### config.mk
export PLATFORM = sky130hd
export DESIGN_NAME = median_frame_loader
export DESIGN_NICKNAME = d
export VERILOG_FILES = /design/src/rtl/median_frame_loader_pkg.sv /design/src/rtl/median_frame_loader.sv
export SDC_FILE = /design/constraint.sdc
export NUM_CORES = 1
export LEC_CHECK = 0
export CAP_MARGIN = 15
export CORE_MARGIN = 3
export CORE_UTILIZATION = 40
export CTS_CLUSTER_DIAMETER = 150
export DETAILED_ROUTE_END_ITERATION = 12
export MAX_ROUTING_LAYER = met4
export PLACE_DENSITY_LB_ADDON = 0.2
export SYNTH_ARGS = -nofsm -noshare
export SYNTH_HDL_FRONTEND = slang
export SYNTH_SLANG_ARGS = --single-unit
### constraint.sdc
create_clock -name clk -period 2.7 [get_ports clk]
set_input_delay 0.54 -clock clk [delete_from_list [all_inputs] [get_ports clk]]
set_output_delay 0.54 -clock clk [all_outputs]
set_load 0.01 [all_outputs]
### src/rtl/median_frame_loader_pkg.sv
// Shared types and constants for the median frame path.
// data_t is the sample word carried from the stream into the 12-input
// median network; N_WORDS is the network input count and PAD_VALUE fills
// the unused inputs of a short frame.
package median_frame_loader_pkg;

  typedef logic [31:0] data_t;

  localparam int    N_WORDS   = 12;
  localparam data_t PAD_VALUE = 32'hFFFF_FFFF;

  // Loader state: collecting words, or presenting a closed frame.
  typedef enum logic {
    ST_FILL = 1'b0,
    ST_HOLD = 1'b1
  } state_t;

endpackage

### src/rtl/median_frame_loader.sv
// Serial-to-parallel frame loader for the 12-input median network.
// Collects streamed words into slots data_0..data_11 in arrival order.
// A frame closes on the 12th word or on in_last, whichever comes first;
// any slot beyond the last real word is filled with PAD_VALUE on the same
// edge. The closed frame is presented with out_valid and held stable until
// the consumer takes it.
//
// Ports:
//   clk                 rising-edge clock
//   rst                 synchronous active-high reset
//   in_valid/in_ready   upstream handshake; in_data is the sample,
//                       in_last marks the final word of a frame
//   data_0..data_11     parallel frame to the median network
//   out_valid/out_ready downstream handshake for the whole frame
//   out_count           number of real (non-pad) words, 1..12
module median_frame_loader
  import median_frame_loader_pkg::*;
#(
  parameter int    N_WORDS   = median_frame_loader_pkg::N_WORDS,
  parameter data_t PAD_VALUE = median_frame_loader_pkg::PAD_VALUE
) (
  input  logic        clk,
  input  logic        rst,
  input  logic        in_valid,
  output logic        in_ready,
  input  logic [31:0] in_data,
  input  logic        in_last,
  output logic [31:0] data_0,
  output logic [31:0] data_1,
  output logic [31:0] data_2,
  output logic [31:0] data_3,
  output logic [31:0] data_4,
  output logic [31:0] data_5,
  output logic [31:0] data_6,
  output logic [31:0] data_7,
  output logic [31:0] data_8,
  output logic [31:0] data_9,
  output logic [31:0] data_10,
  output logic [31:0] data_11,
  output logic        out_valid,
  input  logic        out_ready,
  output logic [3:0]  out_count
);

  localparam logic [3:0] LAST_IDX = 4'(N_WORDS - 1);

  state_t      state_r, state_s;
  logic [3:0]  idx_r, idx_s;
  logic [3:0]  out_count_r, out_count_s;
  logic        out_valid_r, out_valid_s;
  data_t       data_r [N_WORDS];
  data_t       data_s [N_WORDS];
  logic        in_ready_s;
  logic        accept_s;
  logic        handoff_s;
  logic        close_s;

  // Upstream ready: always open while filling; while holding, a new word is
  // taken only on the cycle the held frame leaves, which keeps frames
  // back-to-back without an idle accept cycle.
  always_comb begin
    in_ready_s = 1'b0;
    if (rst) begin
      in_ready_s = 1'b0;
    end else begin
      case (state_r)
        ST_FILL: in_ready_s = 1'b1;
        ST_HOLD: in_ready_s = out_ready;
        default: in_ready_s = 1'b0;
      endcase
    end
  end

  // Next-state, slot write and pad fill. idx is 0 whenever a frame is held,
  // so a word accepted on the handoff edge lands in slot 0 of the next frame
  // through the same write path as any other word.
  always_comb begin
    state_s     = state_r;
    idx_s       = idx_r;
    out_count_s = out_count_r;
    accept_s    = in_valid && in_ready_s;
    handoff_s   = (state_r == ST_HOLD) && out_ready;
    close_s     = accept_s && (in_last || (idx_r == LAST_IDX));

    for (int j = 0; j < N_WORDS; j++) begin
      if (accept_s && (4'(j) == idx_r)) begin
        data_s[j] = in_data;
      end else if (close_s && (4'(j) > idx_r)) begin
        data_s[j] = PAD_VALUE;
      end else begin
        data_s[j] = data_r[j];
      end
    end

    if (close_s) begin
      out_count_s = idx_r + 4'd1;
      idx_s       = 4'd0;
      state_s     = ST_HOLD;
    end else if (accept_s) begin
      idx_s   = idx_r + 4'd1;
      state_s = ST_FILL;
    end else if (handoff_s) begin
      idx_s   = 4'd0;
      state_s = ST_FILL;
    end else begin
      state_s = state_r;
    end

    out_valid_s = (state_s == ST_HOLD);
  end

  // State, index and frame registers; reset discards any partial or held frame.
  always_ff @(posedge clk) begin
    if (rst) begin
      state_r     <= ST_FILL;
      idx_r       <= 4'd0;
      out_count_r <= 4'd0;
      out_valid_r <= 1'b0;
      for (int j = 0; j < N_WORDS; j++) begin
        data_r[j] <= 32'h0;
      end
    end else begin
      state_r     <= state_s;
      idx_r       <= idx_s;
      out_count_r <= out_count_s;
      out_valid_r <= out_valid_s;
      for (int j = 0; j < N_WORDS; j++) begin
        data_r[j] <= data_s[j];
      end
    end
  end

  assign in_ready  = in_ready_s;
  assign out_valid = out_valid_r;
  assign out_count = out_count_r;
  assign data_0    = data_r[0];
  assign data_1    = data_r[1];
  assign data_2    = data_r[2];
  assign data_3    = data_r[3];
  assign data_4    = data_r[4];
  assign data_5    = data_r[5];
  assign data_6    = data_r[6];
  assign data_7    = data_r[7];
  assign data_8    = data_r[8];
  assign data_9    = data_r[9];
  assign data_10   = data_r[10];
  assign data_11   = data_r[11];

endmodule

# Yosys cells after proc, flatten, opt, wreduce, memory -nomap -nowiden
# Memory sizes are Yosys's and may differ from the RTL's.
# Index checks and enable logic that the tools add are counted.
# Widths: inputs -> output; s select.
# word_totals
output_inout_bits	390
ramBits	384
reg_bits	9
elab_cells	120
memories	1
# memory_table
name	depth	word_bits	rd	rd_clocked_by_memory_dff	wr	line_no	source
data_r	12	32	12	0	12	median_frame_loader.sv:51	data_t data_r [N_WORDS];
# op_classes
n_eq_ne	12
add_sub_neg	1
n_bitwise	13
muxes	46
reduce_logical	32
magnitude_cmp	12
# op_table
cell	count
$mux 32	36
$logic_and 1x1->1	27
$eq 3x4->1 const A	4
$eq 4x4->1 const A	4
$gt 3x4->1 const A	4
$gt 4x4->1 const A	4
$or 1x1->1	12
$eq 2x4->1 const A	2
$gt 1x4->1 const A	2
$gt 2x4->1 const A	2
$mux 4	2
$mux 1	7
$add 4x1->4 const B	1
$eq 1x4->1 const A	1
$eq 4x4->1 const B	1
$logic_not 4->1	1
$reduce_bool 3->1	1
$pmux 1 s2	1
$reduce_bool 2->1	1
$reduce_or 2->1	1
$logic_or 1x1->1	1
$not 1->1	1

# Longest topological paths before layout
# Gate-level depths: netlist of the first run.
# logic_depth
ltp_word	9
depth_mapped	8
mapped_depth_nobuf	6

# Worst setup path after synthesis of the first run
# No wires, ideal clock.
# synth_timing
path_kind	input -> output
from	input rst
to	output in_ready
required_ps	2160
slack_ps	673
path_stages	4
arrival_ps	1487
path_cell_list	clkbuf_1 > clkbuf_1 > buf_1 > nor2_1
# synth_via
elab_chain_len	1
# synth_rtl
item	line_no	source
from (decl)	median_frame_loader.sv:23	input logic rst,
$mux 1	median_frame_loader.sv:63	if (rst) begin
to (decl)	median_frame_loader.sv:25	output logic in_ready,
# Every way passes these cells.

==> reports/results.ini, run 1 <==
[cells_and_area]
drive_above_1_share_pct = 16.6
n_antenna_cell = 0
final_common_cell = clkdlybuf4s50_1
finalNetCount = 1803
final_cells = 2241
fin_area_um2 = 20100
syn_to_final_growth_pct = 45.2
mostFrequentLayoutCells = 425 x clkdlybuf4s50_1, 393 x dfxtp_1, 170 x nor2_1, 147 x o221a_2, 102 x inv_1

[grt]
grt_usage_pct = 28.1
grt_pass1_vias = 12100
grt_pass1_wl_um = 77200
grt_busiest_layer = met2
grtUsageMet3_pct = 9.29
use_met2_pct = 44.1
overflow = 0
grtUsageMet1_pct = 34.7
grt_max_degree = 86
antenna_found_initial = 0

[detailed_routing]
wl_per_cell_um = 23.3
vias = 12400
wirelength_um = 52200
dr.pass1.iters = 5
viasPerCell = 5.53
drc = 0
drt_iter0_drc = 789
final_antenna_net_count = 0

[placed_design]
placed_cell_area_um2 = 18600
place_hpwl_um = 35700
place_ws_ps = 75.1
gp_congestion = 0.915
dpl.cell_count = 2166
portBuffers = 426

[pwr]
p_int_mw = 10.8
p_comb_share_pct = 12.7
power.density_nw_per_um2 = 708
switching_share_pct = 24.1
peakVddDrop_mv = 0.409
leakage_nw = 7.38
switching_power_mw = 3.44
p_clk_share_pct = 43.0
p_seq_share_pct = 44.3

[timing]
hold_violations = 0
fin_ws_ps = 236
maxSlewHeadroom_pct = 37.4
fmax_mhz = 406
worst_pin_slew_ps = 938
finalSetupViolations = 0
finalMaxSlewViolations = 0
fin_skew_ps = 18.8
final.period_utilization_pct = 91.3
tns_ps = 0
layout_min_cycle_time_ps = 2460
rsz0062_at_grt = false

[worst_setup_path]
startpoint_type = flop
path_class = reg -> reg
critical_path_arrival_ps = 2940
endpoint_kind = flop
required_ps = 3170
worst-path-max-fanout = 22

[logic_synthesis]
syn_area_um2 = 13800
yosys.area.top_type = dfxtp_1
synth_ff_type = dfxtp_1
syn_inst = 1391
ys_types = 41
syn_nets = 1432
async_reset_ff_share_pct = 0
synth_edf_count = 0
ys_ff_latch = 393
yosysSeqAreaShare_pct = 56.8
yosys_warnings = 0
synthTopCellsByArea = dfxtp_1 57%, o221a_2 12%, nor2_1 4.7%
avgSynthCellArea_um2 = 9.95
yosys.area.top_type_share_pct = 56.8

[clocking]
clkLatencyLatePin_ps = 530
cts_setup_buffers = 0
cts_tree = built
htreeDepth = 2
cts_buffers = 42
clk_pin_slew_worst_paths_ps = 60
ctsHoldBuffers = 0
clock-sinks = 393
cts_buffer_depth = 3
root_buffer = clkbuf_16
ctsResizeCount = 0

[die]
die_y_um = 192
coreArea_um2 = 33800
die-area_um2 = 36900
io_pins = 427
die-width_um = 192
start_util_pct = 41.0
rows = 67

[flow_run]
cap_violations = 0

[min_path]
hold_path_class = reg -> reg

[outcome]
status = finished, final reports clean

power groups by stage:
| stage | logic (mW) | clock network, mW | registers (mW) |
|---|---|---|---|
| 6_report | 1.81 | 6.13 | 6.31 |
| 5_1_grt | 1.93 | 6.46 | 6.34 |
| 3_5_place_dp | 1.81 | 0 | 6.43 |
| 2_1_floorplan | 0.636 | 0 | 6.56 |
| 4_1_cts | 1.81 | 6.22 | 6.31 |
| 3_3_place_gp | 1.79 | 0 | 6.42 |
flip-flops by register name (all words and copies together), names as in the netlist:
name and count:
data_r 384, idx_r 4, out_count 4, out_valid 1
kinds of logic (layout without fill, tap and decap cells):
kind of cell	after synthesis	after routing	share of synthesized area (%)
adder cells (fa/ha/maj)	4	4	0.361
flip-flops	393	393	56.8
AO/OA/AOI/OAI	444	444	26.5
XOR/XNOR	2	2	0.127
multiplexers	2	2	0.145
buffers and inverters	266	668	7.66
AND/OR/NAND/NOR	280	280	8.43
final cells by class:
type,instances,area [µm²]
fill,2818,13700
multi-input combinational,732,4980
sequential,393,7870
tap,448,561
timing repair buffer,490,4830
clock inverter,19,284
inverter,103,392
clock buffer,56,1190
worst paths after layout:
kind | startpoint | endpoint | slack, ps | cells past startpoint
worst max-delay path | idx_r[1]$_SDFFE_PP0P_ | data_r[0][181]$_SDFFE_PP0P_ | 240 | 5
worst max register to register | idx_r[1]$_SDFFE_PP0P_ | data_r[0][181]$_SDFFE_PP0P_ | 240 | 5
worst min register to register | data_r[0][53]$_SDFFE_PP0P_ | data_r[0][53]$_SDFFE_PP0P_ | 440 | 2
worst min-delay path | data_r[0][53]$_SDFFE_PP0P_ | data_r[0][53]$_SDFFE_PP0P_ | 440 | 2
Yosys cell counts, types with 2 or more instances:
library cell / n
nand3_1: 6
mux2i_1: 2
nand4_1: 9
nor2_1: 172
nor2b_1: 3
clkbuf_1: 116
inv_1: 103
ha_1: 4
and2_1: 2
nand2b_1: 4
nor3_1: 2
dfxtp_1: 393
buf_4: 2
a211oi_2: 3
nand3b_1: 2
o221a_2: 147
xnor2_1: 2
a21boi_0: 2
buf_2: 44
o221a_1: 13
o22ai_1: 96
o31ai_1: 32
a211oi_1: 68
o21ai_0: 4
nand2_1: 72
a21oi_1: 73
stage by stage:
stage	power, mW	hold WS [ps]	utilization, %
after detailed placement	8.23	435	55.1
after CTS	14.3	444	59.5
final	14.2	444	59.5
after global routing	14.7	463	59.5
after global placement	8.21	432	55.1
after floorplan	7.19	467	-
worst max-delay path: stages, from the launching register on:
cell and delay [ps]:
dfxtp_1 620, ha_1 520, a21oi_2 220, a221oi_4 410, buf_4 370, o221a_2 250
per-layer routing:
layer  up-vias  part of all wire, %
met5         -                    0
met4         0                  2.9
met3        90                   10
met2       553                   45
met1      6012                   41
li1       5739                    -
Note: power is estimated with default switching activity, not from simulation.
==> run 2: changes to the inputs <==
- CORE_UTILIZATION: 40 -> 47
==> run 2 against run 1 <==
Net effect:
- clock-buffer cell count is 2 higher
- critical path depth fell by 1
- combinational power is essentially flat
- maximum frequency rose by 4.8%
- core utilization increased by 9.3 points
- cell count is 3.3% lower
- largest power group unchanged
==> reports/results.ini, run 2 (synthesis gave the netlist of run 1 again) <==
[pwr]
p_seq_share_pct = 46.2  ; +1.9 points
p_clk_share_pct = 40.6  ; -2.4 points
leakage_nw = 7.28  ; -1.4%
power.density_nw_per_um2 = 688  ; -2.9%
fin_total_pwr_mw = 13.7  ; -4.1%
peakVddDrop_mv = 0.495  ; +21%
p_comb_share_pct = 13.3  ; +0.6 points
switching_share_pct = 24.6  ; +0.44 points
switching_power_mw = 3.36  ; -2.3%
p_int_mw = 10.3  ; -4.7%

[detailed_routing]
viasPerCell = 5.82  ; +5.3%
final_antenna_net_count = 0  ; unchanged
dr.pass1.iters = 7  ; +2
vias = 12600  ; +1.9%
wirelength_um = 50900  ; -2.5%
drc = 0  ; unchanged
wl_per_cell_um = 23.5  ; +0.76%
drt_iter0_drc = 936  ; +19%

[cells_and_area]
largest_reg_flops = 384  ; unchanged
mostFrequentLayoutCells = 425 x clkdlybuf4s50_1, 393 x dfxtp_1, 170 x nor2_1, 147 x o221a_2, 102 x inv_1
n_antenna_cell = 0  ; unchanged
final_common_cell = clkdlybuf4s50_1
finalNetCount = 1795  ; -0.44%
final_cells = 2168  ; -3.3%
top_register = data_r
finish.utilization_pct = 68.8  ; +9.3 points
syn_to_final_growth_pct = 43.4
drive_above_1_share_pct = 16.0  ; -0.64 points

[clocking]
ctsHoldBuffers = 0  ; unchanged
clock-sinks = 393  ; unchanged
ctsResizeCount = 0  ; unchanged
cts_buffer_depth = 3  ; unchanged
cts_buffers = 40  ; -4.8%
htreeDepth = 2  ; unchanged
clk_pin_slew_worst_paths_ps = 60  ; about the same
clkLatencyLatePin_ps = 530  ; about the same
cts_tree = built
root_buffer = clkbuf_16
cts_setup_buffers = 0  ; unchanged

[timing]
hold_violations = 0  ; unchanged
fin_skew_ps = 14.2  ; -4.60 ps
finalSetupViolations = 0  ; unchanged
layout_min_cycle_time_ps = 2350  ; -113 ps
final.period_utilization_pct = 87.1  ; -4.2 points
worst_pin_slew_ps = 1090  ; +153 ps
finalMaxSlewViolations = 0  ; unchanged
fmax_mhz = 425  ; +4.8%
tns_ps = 0  ; unchanged
maxSlewHeadroom_pct = 27.2  ; -10 points
rsz0062_at_grt = false

[worst_setup_path]
endpoint_kind = output port
rr_worst_depth = 8  ; +3
worst-path-max-fanout = 3  ; -86%
regToRegSetupSlack_ps = 600  ; +360 ps
critPathMaxStageDelay_ps = 580  ; -40 ps
required_ps = 2160  ; -1010 ps
critical_path_arrival_ps = 1810  ; -1130 ps
r2r_end = data_r[0][326]$_SDFFE_PP0P_
crit_top_cell = clkdlybuf4s50_1
startpoint_type = primary input
slowest_stage = clkdlybuf4s50_1
crit_chain = clkdlybuf4s50_1 -> nor2b_1 -> nor2_1 -> clkdlybuf4s50_1
r2r_start = idx_r[0]$_SDFFE_PP0P_
path_class = in -> out

[die]
die-width_um = 178  ; -7.5%
coreArea_um2 = 28900  ; -15%
die-area_um2 = 31600  ; -14%
io_pins = 427  ; unchanged
start_util_pct = 48.0  ; +7.0 points
die_y_um = 178  ; -7.5%
rows = 62  ; -7.5%

[placed_design]
portBuffers = 426  ; unchanged
gp_congestion = 0.902  ; -1.4%
place_hpwl_um = 33700  ; -5.5%
dpl.cell_count = 2096  ; -3.2%

[grt]
antenna_found_initial = 1  ; +1
overflow = 0  ; unchanged
grt_max_degree = 101  ; +17%
grt_usage_pct = 31.8  ; +3.6 points
grt_pass1_wl_um = 75000  ; -2.9%
grt_pass1_vias = 12100  ; +0.41%

[min_path]
holdPathStages = 2  ; unchanged
min_from = rst
min_to = out_count[2]$_SDFFE_PP0P_
hold_path_class = in -> reg

[flow_run]
cap_violations = 0  ; unchanged

[outcome]
status = finished, final reports clean

==> run 2: changes by cell type in the layout (fill, tap and decap cells not counted), sizes merged <==
cell and change:
buf -6, bufinv -4, clkbuf +2, inv -2, clkinv +1
==> run 2: area by class of cell <==
cell class                      instances  area (µm²)
Sequential cell                       393        7870
Clock buffer                           58        1160
Multi-Input combinational cell        732        4980
Tap cell                              384         480
Inverter                              103         392
Clock inverter                         14         159
Fill cell                            2225        9000
Timing Repair Buffer                  484        4810
==> run 2: metrics by stage <==
stage,setup WS (ps),cell area [µm²],hold slack (ps)
2_1_floorplan,673,13800,467
3_3_place_gp,56.7,18500,430
3_5_place_dp,35.1,18500,434
4_1_cts,341,19900,230
5_1_grt,284,19900,247
6_report,349,19900,246
==> run 2: per-layer routing <==
metal  GRT usage (%)  routed length (µm)
met2            48.9               23100
met4            13.8                2450
met3            8.09                5200
met5               -                   0
met1            39.6               20200
==> run 2: worst max path at each step <==
stage	cells after the start	startpoint	end
global route	4	out_ready	in_ready
detailed placement	6	out_ready	data_r[0][310]$_SDFFE_PP0P_
global placement	6	out_ready	data_r[0][316]$_SDFFE_PP0P_
CTS	4	out_ready	in_ready
floorplan	4	rst	in_ready
finish	4	out_ready	in_ready
==> run 2: worst max-delay path, delay by kind of cell <==
| kind | cells | cell delay [ps] |
|---|---|---|
| buf+inv | 2 | 1100 |
| simple gates | 2 | 180 |
==> run 2: power groups by stage <==
stage               registers (mW)  clock network [mW]  logic [mW]
floorplan                     6.56                   0       0.636
global placement              6.42                   0        1.78
detailed placement            6.43                   0        1.79
CTS                           6.31                5.59        1.81
global route                  6.34                5.84        1.91
finish                        6.31                5.54        1.81
==> run 3: changes to the inputs <==
- GPL_TIMING_DRIVEN: unset -> 0
==> run 3 against run 2 <==
Net effect:
- hold slack improved by 200 ps
- clock-buffer cell count unchanged
- non-clock buffer count rose by 104
- critical path depth rose by 1
- core utilization grew 0.23 points
- combinational power barely moved
- cell count is 4.8% higher
- via count grew 4.2%
- critical path type is now reg -> reg
- critical endpoint is now data_r[0][300]$_SDFFE_PP0P_
- largest cell class unchanged
- largest power group unchanged
==> reports/results.ini, run 3 (synthesis gave the netlist of run 1 again) <==
[clocking]
clkLatencyLatePin_ps = 520  ; about the same
clk_pin_slew_worst_paths_ps = 60  ; about the same
cts_buffer_depth = 3  ; unchanged
ctsHoldBuffers = 0  ; unchanged
root_buffer = clkbuf_16
cts_tree = built
cts_buffers = 40  ; unchanged
clock-sinks = 393  ; unchanged
htreeDepth = 2  ; unchanged

[outcome]
status = finished, final reports clean

[detailed_routing]
top_layer = met4
vias = 13200  ; +4.2%
wl_per_cell_um = 23.9  ; +1.9%
wl_met3_um = 5040  ; -3.0%
dr.pass1.iters = 7  ; unchanged
final_antenna_net_count = 0  ; unchanged
drt_iter0_drc = 970  ; +3.6%
viasPerCell = 5.80  ; -0.48%
met2RoutedLength_um = 25200  ; +9.3%
wl_met1_um = 21400  ; +5.9%
wirelength_um = 54300  ; +6.7%
drc = 0  ; unchanged

[die]
die-width_um = 178  ; unchanged
die_y_um = 178  ; unchanged
io_pins = 427  ; unchanged
die-area_um2 = 31600  ; unchanged
rows = 62  ; unchanged
coreArea_um2 = 28900  ; unchanged
start_util_pct = 48.0  ; unchanged

[worst_setup_path]
crit_top_cell = a21oi_2
r2r_end = data_r[0][300]$_SDFFE_PP0P_
critPathMaxStageDelay_ps = 680  ; +100 ps
crit_chain = ha_1 -> a21oi_2 -> a21oi_2 -> buf_2 -> o221a_2
endpoint_kind = flop
critical_path_arrival_ps = 3040  ; +1230 ps
required_ps = 3160  ; +1000 ps
startpoint_type = flop
slowest_stage = a21oi_2
r2r_start = idx_r[1]$_SDFFE_PP0P_
regToRegSetupSlack_ps = 110  ; -490 ps
worst-path-max-fanout = 11  ; +8
rr_worst_depth = 5  ; -3
path_class = reg -> reg

[placed_design]
portBuffers = 425  ; -0.23%
placed_cell_area_um2 = 18600  ; +0.24%
gp_congestion = 0.926  ; +2.6%
dpl.cell_count = 2200  ; +5.0%
place_hpwl_um = 39100  ; +16%

[timing]
finalMaxSlewViolations = 0  ; unchanged
rsz0062_at_grt = false
final.period_utilization_pct = 95.9  ; +8.8 points
holdWs_ps = 445  ; +199 ps
maxSlewHeadroom_pct = 37.8  ; +11 points
worst_pin_slew_ps = 933  ; -159 ps
tns_ps = 0  ; unchanged
finalSetupViolations = 0  ; unchanged
hold_violations = 0  ; unchanged
layout_min_cycle_time_ps = 2590  ; +237 ps
fmax_mhz = 386  ; -9.2%
fin_skew_ps = 13.8  ; -0.371 ps

[pwr]
leakage_nw = 7.32  ; +0.63%
power.density_nw_per_um2 = 687  ; -0.23%
peakVddDrop_mv = 0.531  ; +7.2%

[cells_and_area]
fin_area_um2 = 19900  ; +0.33%
top_register = data_r
ff_latch_area_um2 = 7870  ; unchanged
drive_above_1_share_pct = 14.3  ; -1.7 points
finish.utilization_pct = 69.0  ; +0.23 points
largest_reg_flops = 384  ; unchanged
syn_to_final_growth_pct = 43.9
mostFrequentLayoutCells = 424 x clkdlybuf4s50_1, 393 x dfxtp_1, 172 x nor2_1, 147 x o221a_2, 121 x clkbuf_1
final_cells = 2271  ; +4.8%
finalNetCount = 1899  ; +5.8%
multiInputGateArea_um2 = 4920  ; -1.3%
fillers = 2297  ; +3.2%
final_common_cell = clkdlybuf4s50_1

[flow_run]
cap_violations = 0  ; unchanged

[min_path]
hold_path_class = reg -> reg
min_from = data_r[0][50]$_SDFFE_PP0P_
holdPathStages = 2  ; unchanged
min_to = data_r[0][50]$_SDFFE_PP0P_

[grt]
grt_pass1_wl_um = 79000  ; +5.4%
grt_max_degree = 20  ; -80%
grt_pass1_vias = 12800  ; +5.8%
antenna_found_initial = 2  ; +1
overflow = 0  ; unchanged
grt_usage_pct = 34.0  ; +2.2 points

run 3: cell types whose count changed in the layout (fill, tap and decap cells not counted), moves of 3 or more:
cell      change
buf_12        -8
buf_2        +44
buf_4        -46
clkbuf_1    +110
clkbuf_8      +3
clkinv_2      -3
nand3_1       +3
nand3_2       -3
run 3: layer usage:
| layer | track usage, % | up-vias |
|---|---|---|
| met1 | 40.0 | 6442 |
| met3 | 9.29 | 150 |
| met5 | - | - |
| li1 | - | 5939 |
| met2 | 54.9 | 633 |
| met4 | 14.3 | 0 |
run 3: how the worst max path moves through the flow:
stage                          startpoint                          end  slack (ps)
finish              idx_r[1]$_SDFFE_PP0P_  data_r[0][300]$_SDFFE_PP0P_         110
global route        idx_r[0]$_SDFFE_PP0P_  data_r[0][344]$_SDFFE_PP0P_          20
CTS                 idx_r[1]$_SDFFE_PP0P_  data_r[0][184]$_SDFFE_PP0P_          60
detailed placement                    rst                     in_ready       -1110
global placement                      rst                     in_ready       -1080
floorplan                             rst                     in_ready         670
run 3: area by class of cell:
type | count | share of cell area, %
Antenna cell | 2 | 0.0251
Buffer | 161 | 3.43
Clock buffer | 58 | 5.82
Clock inverter | 11 | 0.691
Inverter | 103 | 1.94
Multi-Input combinational cell | 732 | 24.7
Sequential cell | 393 | 39.5
Tap cell | 384 | 2.41
Timing Repair Buffer | 427 | 21.5
run 3: worst max-delay path, delay by kind of cell (launching register included):
kind	cells	cell delay [ps]
adders and majority gates	1	510
buffers and inverters	1	350
DFF	1	570
AOI/OAI and AO/OA	3	1090
run 3: metrics by stage:
step	setup slack, ps	total power, mW
2_1_floorplan	673	7.19
3_3_place_gp	-1080	8.21
3_5_place_dp	-1110	8.25
4_1_cts	60.1	13.7
5_1_grt	20.9	14.1
6_report	112	13.7
run 3: report_power, final:
group	total [mW]	internal [mW]	leakage [nW]	switching [mW]
Combinational	1.83	0.892	3.46	0.940
Sequential	6.32	6.13	3.22	0.196
Clock	5.52	3.27	0.642	2.26
Total	13.7	10.3	7.32	3.39
run 3: timing repair:
action,CTS,global route
setup endpoints to repair,32,90
pin swaps,0,1
setup buffers,0,2
resized for setup,7,4
